### config.mk
export PLATFORM = sky130hd
export DESIGN_NAME = nx_fifo_flow
export DESIGN_NICKNAME = d
export VERILOG_FILES = /design/src/rtl/nx_fifo_pkg.sv /design/src/rtl/nx_fifo_flow_ctrl.sv /design/src/rtl/nx_fifo_flow.sv
export SDC_FILE = /design/constraint.sdc
export NUM_CORES = 1
export LEC_CHECK = 0
export BUFFER_PORTS_ARGS = -buffer_cell sky130_fd_sc_hd__clkbuf_2
export CAP_MARGIN = 20
export CORE_MARGIN = 2
export CORE_UTILIZATION = 64
export DETAILED_ROUTE_END_ITERATION = 8
export PLACE_DENSITY = 0.89
export SLEW_MARGIN = 15
export SYNTH_ARGS = -nofsm -noshare
export SYNTH_HDL_FRONTEND = slang
export SYNTH_SLANG_ARGS = --single-unit
### constraint.sdc
create_clock -name clk -period 10 [get_ports clk]
set_input_delay 1.5 -clock clk [delete_from_list [all_inputs] [get_ports clk]]
set_output_delay 1.5 -clock clk [all_outputs]
set_load 0.005 [all_outputs]
### src/rtl/nx_fifo_pkg.sv
// Shared types and helpers for the nx_fifo_flow buffering stage.
package nx_fifo_pkg;

  localparam int NX_FIFO_MAX_DEPTH = 1024;

  typedef struct packed {
    logic empty;
    logic full;
    logic almost_full;
    logic almost_empty;
  } nx_fifo_status_t;

  function automatic int nx_cnt_w(input int depth);
    return $clog2(depth + 1);
  endfunction

endpackage

### src/rtl/nx_fifo_flow_ctrl.sv
// Pointer, occupancy, flag and high-water-mark control for an arbitrary-depth FIFO.
module nx_fifo_flow_ctrl
  import nx_fifo_pkg::*;
#(
  parameter int DEPTH = 8,
  parameter int CW    = nx_cnt_w(DEPTH),
  parameter int PW    = (DEPTH > 1) ? $clog2(DEPTH) : 1
) (
  input  logic            clk,
  input  logic            rst_n,
  input  logic            clear,
  input  logic            wr_valid,
  input  logic            rd_ready,
  input  logic [CW-1:0]   afull_thresh,
  input  logic [CW-1:0]   aempty_thresh,
  output logic            push,
  output logic            pop,
  output logic [PW-1:0]   wptr,
  output logic [PW-1:0]   rptr,
  output logic [CW-1:0]   used,
  output logic [CW-1:0]   hwm,
  output nx_fifo_status_t status
);

  logic [PW-1:0] wptr_r, rptr_r;
  logic [CW-1:0] used_r, hwm_r, next_used_s;
  logic          empty_s, full_s;

  assign empty_s = (used_r == CW'(0));
  assign full_s  = (used_r == CW'(DEPTH));
  assign push    = wr_valid && !full_s;
  assign pop     = rd_ready && !empty_s;

  // occupancy after this cycle's accepted push/pop
  always_comb begin
    next_used_s = used_r;
    case ({push, pop})
      2'b10:   next_used_s = used_r + CW'(1);
      2'b01:   next_used_s = used_r - CW'(1);
      default: next_used_s = used_r;
    endcase
  end

  // pointer, count and high-water-mark registers; wrap by compare, not modulo
  always_ff @(posedge clk) begin
    if (!rst_n || clear) begin
      wptr_r <= PW'(0);
      rptr_r <= PW'(0);
      used_r <= CW'(0);
      hwm_r  <= CW'(0);
    end else begin
      if (push) wptr_r <= (wptr_r == PW'(DEPTH - 1)) ? PW'(0) : wptr_r + PW'(1);
      if (pop)  rptr_r <= (rptr_r == PW'(DEPTH - 1)) ? PW'(0) : rptr_r + PW'(1);
      used_r <= next_used_s;
      if (next_used_s > hwm_r) hwm_r <= next_used_s;
    end
  end

  assign wptr = wptr_r;
  assign rptr = rptr_r;
  assign used = used_r;
  assign hwm  = hwm_r;

  assign status.empty        = empty_s;
  assign status.full         = full_s;
  assign status.almost_full  = (used_r >= afull_thresh);
  assign status.almost_empty = (used_r <= aempty_thresh);

endmodule

### src/rtl/nx_fifo_flow.sv
// First-word-fall-through valid/ready FIFO with thresholds and high-water mark.
// Optional per-entry even parity when NX_FIFO_PARITY_EN is defined.
module nx_fifo_flow
  import nx_fifo_pkg::*;
#(
  parameter int DEPTH      = 8,
  parameter int WIDTH      = 32,
  parameter int DATA_RESET = 0
) (
  input  logic                        clk,
  input  logic                        rst_n,
  input  logic                        clear,
  input  logic                        wr_valid,
  output logic                        wr_ready,
  input  logic [WIDTH-1:0]            wr_data,
  output logic                        rd_valid,
  input  logic                        rd_ready,
  output logic [WIDTH-1:0]            rd_data,
  input  logic [nx_cnt_w(DEPTH)-1:0]  afull_thresh,
  input  logic [nx_cnt_w(DEPTH)-1:0]  aempty_thresh,
  output logic [nx_cnt_w(DEPTH)-1:0]  used_slots,
  output logic [nx_cnt_w(DEPTH)-1:0]  free_slots,
  output logic                        empty,
  output logic                        full,
  output logic                        almost_full,
  output logic                        almost_empty,
  output logic [nx_cnt_w(DEPTH)-1:0]  hwm,
  output logic                        parity_err,
  output logic                        parity_err_sticky
);

  localparam int CW = nx_cnt_w(DEPTH);
  localparam int PW = (DEPTH > 1) ? $clog2(DEPTH) : 1;
`ifdef NX_FIFO_PARITY_EN
  localparam int EW = WIDTH + 1;
`else
  localparam int EW = WIDTH;
`endif

  logic [EW-1:0]   mem_r [DEPTH];
  logic [EW-1:0]   entry_s;
  logic            push_s, pop_s;
  logic [PW-1:0]   wptr_s, rptr_s;
  logic [CW-1:0]   used_s, hwm_s;
  nx_fifo_status_t status_s;

  nx_fifo_flow_ctrl #(
    .DEPTH (DEPTH),
    .CW    (CW),
    .PW    (PW)
  ) u_ctrl (
    .clk           (clk),
    .rst_n         (rst_n),
    .clear         (clear),
    .wr_valid      (wr_valid),
    .rd_ready      (rd_ready),
    .afull_thresh  (afull_thresh),
    .aempty_thresh (aempty_thresh),
    .push          (push_s),
    .pop           (pop_s),
    .wptr          (wptr_s),
    .rptr          (rptr_s),
    .used          (used_s),
    .hwm           (hwm_s),
    .status        (status_s)
  );

`ifdef NX_FIFO_PARITY_EN
  function automatic logic nx_even_par(input logic [WIDTH-1:0] d);
    return ^d;
  endfunction

  logic par_bad_s;
  logic parity_err_r, parity_err_sticky_r;

  assign entry_s   = {nx_even_par(wr_data), wr_data};
  assign par_bad_s = pop_s && (^mem_r[rptr_s]);

  // parity pulse one cycle after a bad pop; sticky until reset or clear
  always_ff @(posedge clk) begin
    if (!rst_n || clear) begin
      parity_err_r        <= 1'b0;
      parity_err_sticky_r <= 1'b0;
    end else begin
      parity_err_r        <= par_bad_s;
      parity_err_sticky_r <= parity_err_sticky_r | par_bad_s;
    end
  end

  assign parity_err        = parity_err_r;
  assign parity_err_sticky = parity_err_sticky_r;
`else
  assign entry_s           = wr_data;
  assign parity_err        = 1'b0;
  assign parity_err_sticky = 1'b0;
`endif

  // storage array; clear leaves contents alone and discards a same-cycle push
  always_ff @(posedge clk) begin
    if (!rst_n) begin
      if (DATA_RESET != 0) begin
        for (int i = 0; i < DEPTH; i++) mem_r[i] <= '0;
      end
    end else if (!clear && push_s) begin
      mem_r[wptr_s] <= entry_s;
    end
  end

  assign rd_data      = status_s.empty ? WIDTH'(0) : mem_r[rptr_s][WIDTH-1:0];
  assign rd_valid     = !status_s.empty;
  assign wr_ready     = !status_s.full;
  assign empty        = status_s.empty;
  assign full         = status_s.full;
  assign almost_full  = status_s.almost_full;
  assign almost_empty = status_s.almost_empty;
  assign used_slots   = used_s;
  assign free_slots   = CW'(DEPTH) - used_s;
  assign hwm          = hwm_s;

endmodule

==> flow_metrics.tcl <==
set metrics [dict create \
    rsz0062_at_grt "false" \
    dpl_cell_area_sq_mm 0.0117 \
    worst_ir_drop_vdd_uv 148 \
    fin_crit_sh 0.464 \
    cts.reportedPaths.clkPinSlew_ns 0.06 \
    seq_area_frac_synth 0.732 \
    worst_clock_skew_ns 0.00930 \
    clockRootBuffer "sky130_fd_sc_hd__clkbuf_16" \
    clk_path_buf_depth 3 \
    final_antenna_net_count 0 \
    core-area_sq_mm 0.0166 \
    floorplan.die_area_sq_mm 0.0182 \
    hold_viol_final 0 \
    totalNegativeSetupSlack_ns 0 \
    design.portCount 97 \
    drt-vias-per-instance 6.19 \
    cts_max_level 1 \
    nNetsFinal 724 \
    totalWireLength_mm 22.1 \
    drv_cap 0 \
    drive_above_1_share 0.339 \
    critical_path_peak_fanout 45 \
    numClockSinks 273 \
    utilization 0.754 \
    worst-setup-path-type "flip-flop to primary output" \
    synth-edff-count 256 \
    io_buffers 94 \
    commonest_non_fill_non_tap_cell_in_the_layout "sky130_fd_sc_hd__edfxtp_1" \
    netlist_area_sq_mm 0.0110 \
    finalWorstPathRequiredPeriod_ns 4.64 \
    type_of_the_worst_min_delay_path "flip-flop to flip-flop" \
    synth.top_cell.area_share 0.701 \
    areaGrowthSynthToFinish_pct 14.5 \
    max_clock_freq_mhz 216 \
    post-route-drc-count 0 \
    first_pass_detailed_route_iteration_total 5 \
    number_of_antenna_violations_at_the_first_check_in_global_routing 0 \
    ys_seq_elements 273 \
    grt_max_degree 65 \
    first_global_vias 5812 \
    critPathArrivalTime_ns 3.14 \
    row_count 47 \
    cts_tree "done" \
    global_route_wire_length_before_repair_mm 33.8 \
    place_congestion 0.783 \
    initial_utilization 0.659 \
    critical_path.startpoint_type "flip-flop" \
    cts_hold_repair.buffers 0 \
    postCtsSetupBuffers 0 \
    async_reset_ff_frac 0 \
    avg_inst_size_synth_sq_um 20.1 \
    cts_resized 0 \
    layout_common_cells "sky130_fd_sc_hd__edfxtp_1, sky130_fd_sc_hd__clkbuf_2, sky130_fd_sc_hd__mux4_2" \
    leakagePower_nw 4.22 \
    grt_remaining_overflow 0 \
    number_of_vias_in_the_routed_layout 5561 \
    hpwl_mm 12.5 \
    grt_util_all_layers 0.251 \
    outcome "finished, final reports clean" \
    multi_input_area_sq_mm 0.00273 \
    worst_hold_slack_ns 0.514 \
    yosys_warnings 0 \
    leading_area_contributor_after_synthesis "sky130_fd_sc_hd__edfxtp_1" \
    finalSetupViolations 0 \
    dieWidth_microns 135 \
    drt_first_iter_violations 465 \
    totalPowerFinal_mw 2.33 \
    crit_path_end_kind "primary output" \
    regArea_sq_mm 0.00803 \
    cts_buffers 27 \
    cellPowerDensity_mw_per_mm2 186 \
    fill_cells 875 \
    final_area_sq_mm 0.0126 \
    post_synth_main_area_contributors "sky130_fd_sc_hd__edfxtp_1, sky130_fd_sc_hd__mux4_2, sky130_fd_sc_hd__dfxtp_1" \
    placed_cells 847 \
    worst_skew_pair_latency_ns 0.53 \
    synth.lib_cells_used.distinct 41 \
    setup_slack_ns 5.36 \
    instances_no_fill 899 \
    synth_top_flop_cell "sky130_fd_sc_hd__edfxtp_1" \
    maxSlewHeadroom 0.364 \
    synthCells 545 \
    wl_per_cell_microns 24.6 \
    pre_cts_ws_ns 5.68 \
    report.final.slew_viol_count 0 \
    n_antenna_cell 0 \
    tightest_pin_transition_ns 0.954 \
    die_height_microns 135 \
    worst-endpoint-required_ns 8.50 \
]
## synth_stat cells, types with 2 or more instances
cell type,count
sky130_fd_sc_hd__nand2b_1,4
sky130_fd_sc_hd__nor3_1,5
sky130_fd_sc_hd__nand4b_1,3
sky130_fd_sc_hd__inv_1,15
sky130_fd_sc_hd__or3_4,2
sky130_fd_sc_hd__buf_12,3
sky130_fd_sc_hd__mux2i_1,33
sky130_fd_sc_hd__or3_1,3
sky130_fd_sc_hd__a21o_1,4
sky130_fd_sc_hd__nand3_1,4
sky130_fd_sc_hd__o21ai_0,5
sky130_fd_sc_hd__nor2_1,41
sky130_fd_sc_hd__a21oi_1,11
sky130_fd_sc_hd__nor2b_1,3
sky130_fd_sc_hd__nand4_1,2
sky130_fd_sc_hd__xnor2_1,2
sky130_fd_sc_hd__o21a_1,3
sky130_fd_sc_hd__nand2_1,10
sky130_fd_sc_hd__buf_4,3
sky130_fd_sc_hd__edfxtp_1,256
sky130_fd_sc_hd__dfxtp_1,17
sky130_fd_sc_hd__buf_2,12
sky130_fd_sc_hd__clkbuf_1,2
sky130_fd_sc_hd__buf_8,3
sky130_fd_sc_hd__xor2_1,2
sky130_fd_sc_hd__mux4_2,63
sky130_fd_sc_hd__ha_1,20
## power by group
part           leakage (nW)  internal (mW)  switching (mW)
Clock                 0.416          0.539           0.401
Sequential             2.45           1.26         0.00698
Combinational          1.36         0.0525          0.0766
## cell type report
type                    count  share of cell area
multi-input cells         233               0.217
flip-flops and latches    273               0.640
well taps                 220              0.0219
clock buffers              36              0.0613
inverters                  15             0.00449
clock inverters            14             0.00578
repair buffers            108              0.0490
## worst max-delay path, cell delays in order (launching register included)
cell                       delay (ns)
sky130_fd_sc_hd__dfxtp_4         0.61
sky130_fd_sc_hd__buf_4           0.78
sky130_fd_sc_hd__mux4_2          0.62
sky130_fd_sc_hd__mux2i_1         0.29
sky130_fd_sc_hd__nor2_1          0.12
sky130_fd_sc_hd__clkbuf_2        0.16
## final timing paths
path	slack, ns	endpoint	cells after the start	start
max reg2reg	5.93	u_ctrl.hwm[3]	15	u_ctrl.used[0]
min reg2reg	0.51	flip-flop	2	u_ctrl.rptr[0]
max	5.36	rd_data[12]	5	flip-flop
min	0.51	flip-flop	2	u_ctrl.rptr[0]
## flip-flops by register name (all words and copies together), names as in the netlist, named ones only
signal and count:
mem_r 256, u_ctrl.hwm 4, u_ctrl.used 4, u_ctrl.rptr 3, u_ctrl.wptr 3
## routing by layer
layer,vias to the layer above,GRT usage,share of wire
li1,2425,-,-
met1,2846,0.334,0.38
met2,251,0.443,0.54
met3,39,0.0323,0.058
met4,0,0.0743,0.023
met5,-,0,0
## cell families after synthesis
family,Yosys count,share of synthesized area
flops,273,0.732
mux,98,0.163
compound gates,26,0.0144
other cells,1,0.000342
fa+ha+maj,21,0.0246
simple gates,82,0.0380
xor+xnor,4,0.00320
buf+inv,40,0.0244
No activity file was read; power rests on OpenSTA's default activity.
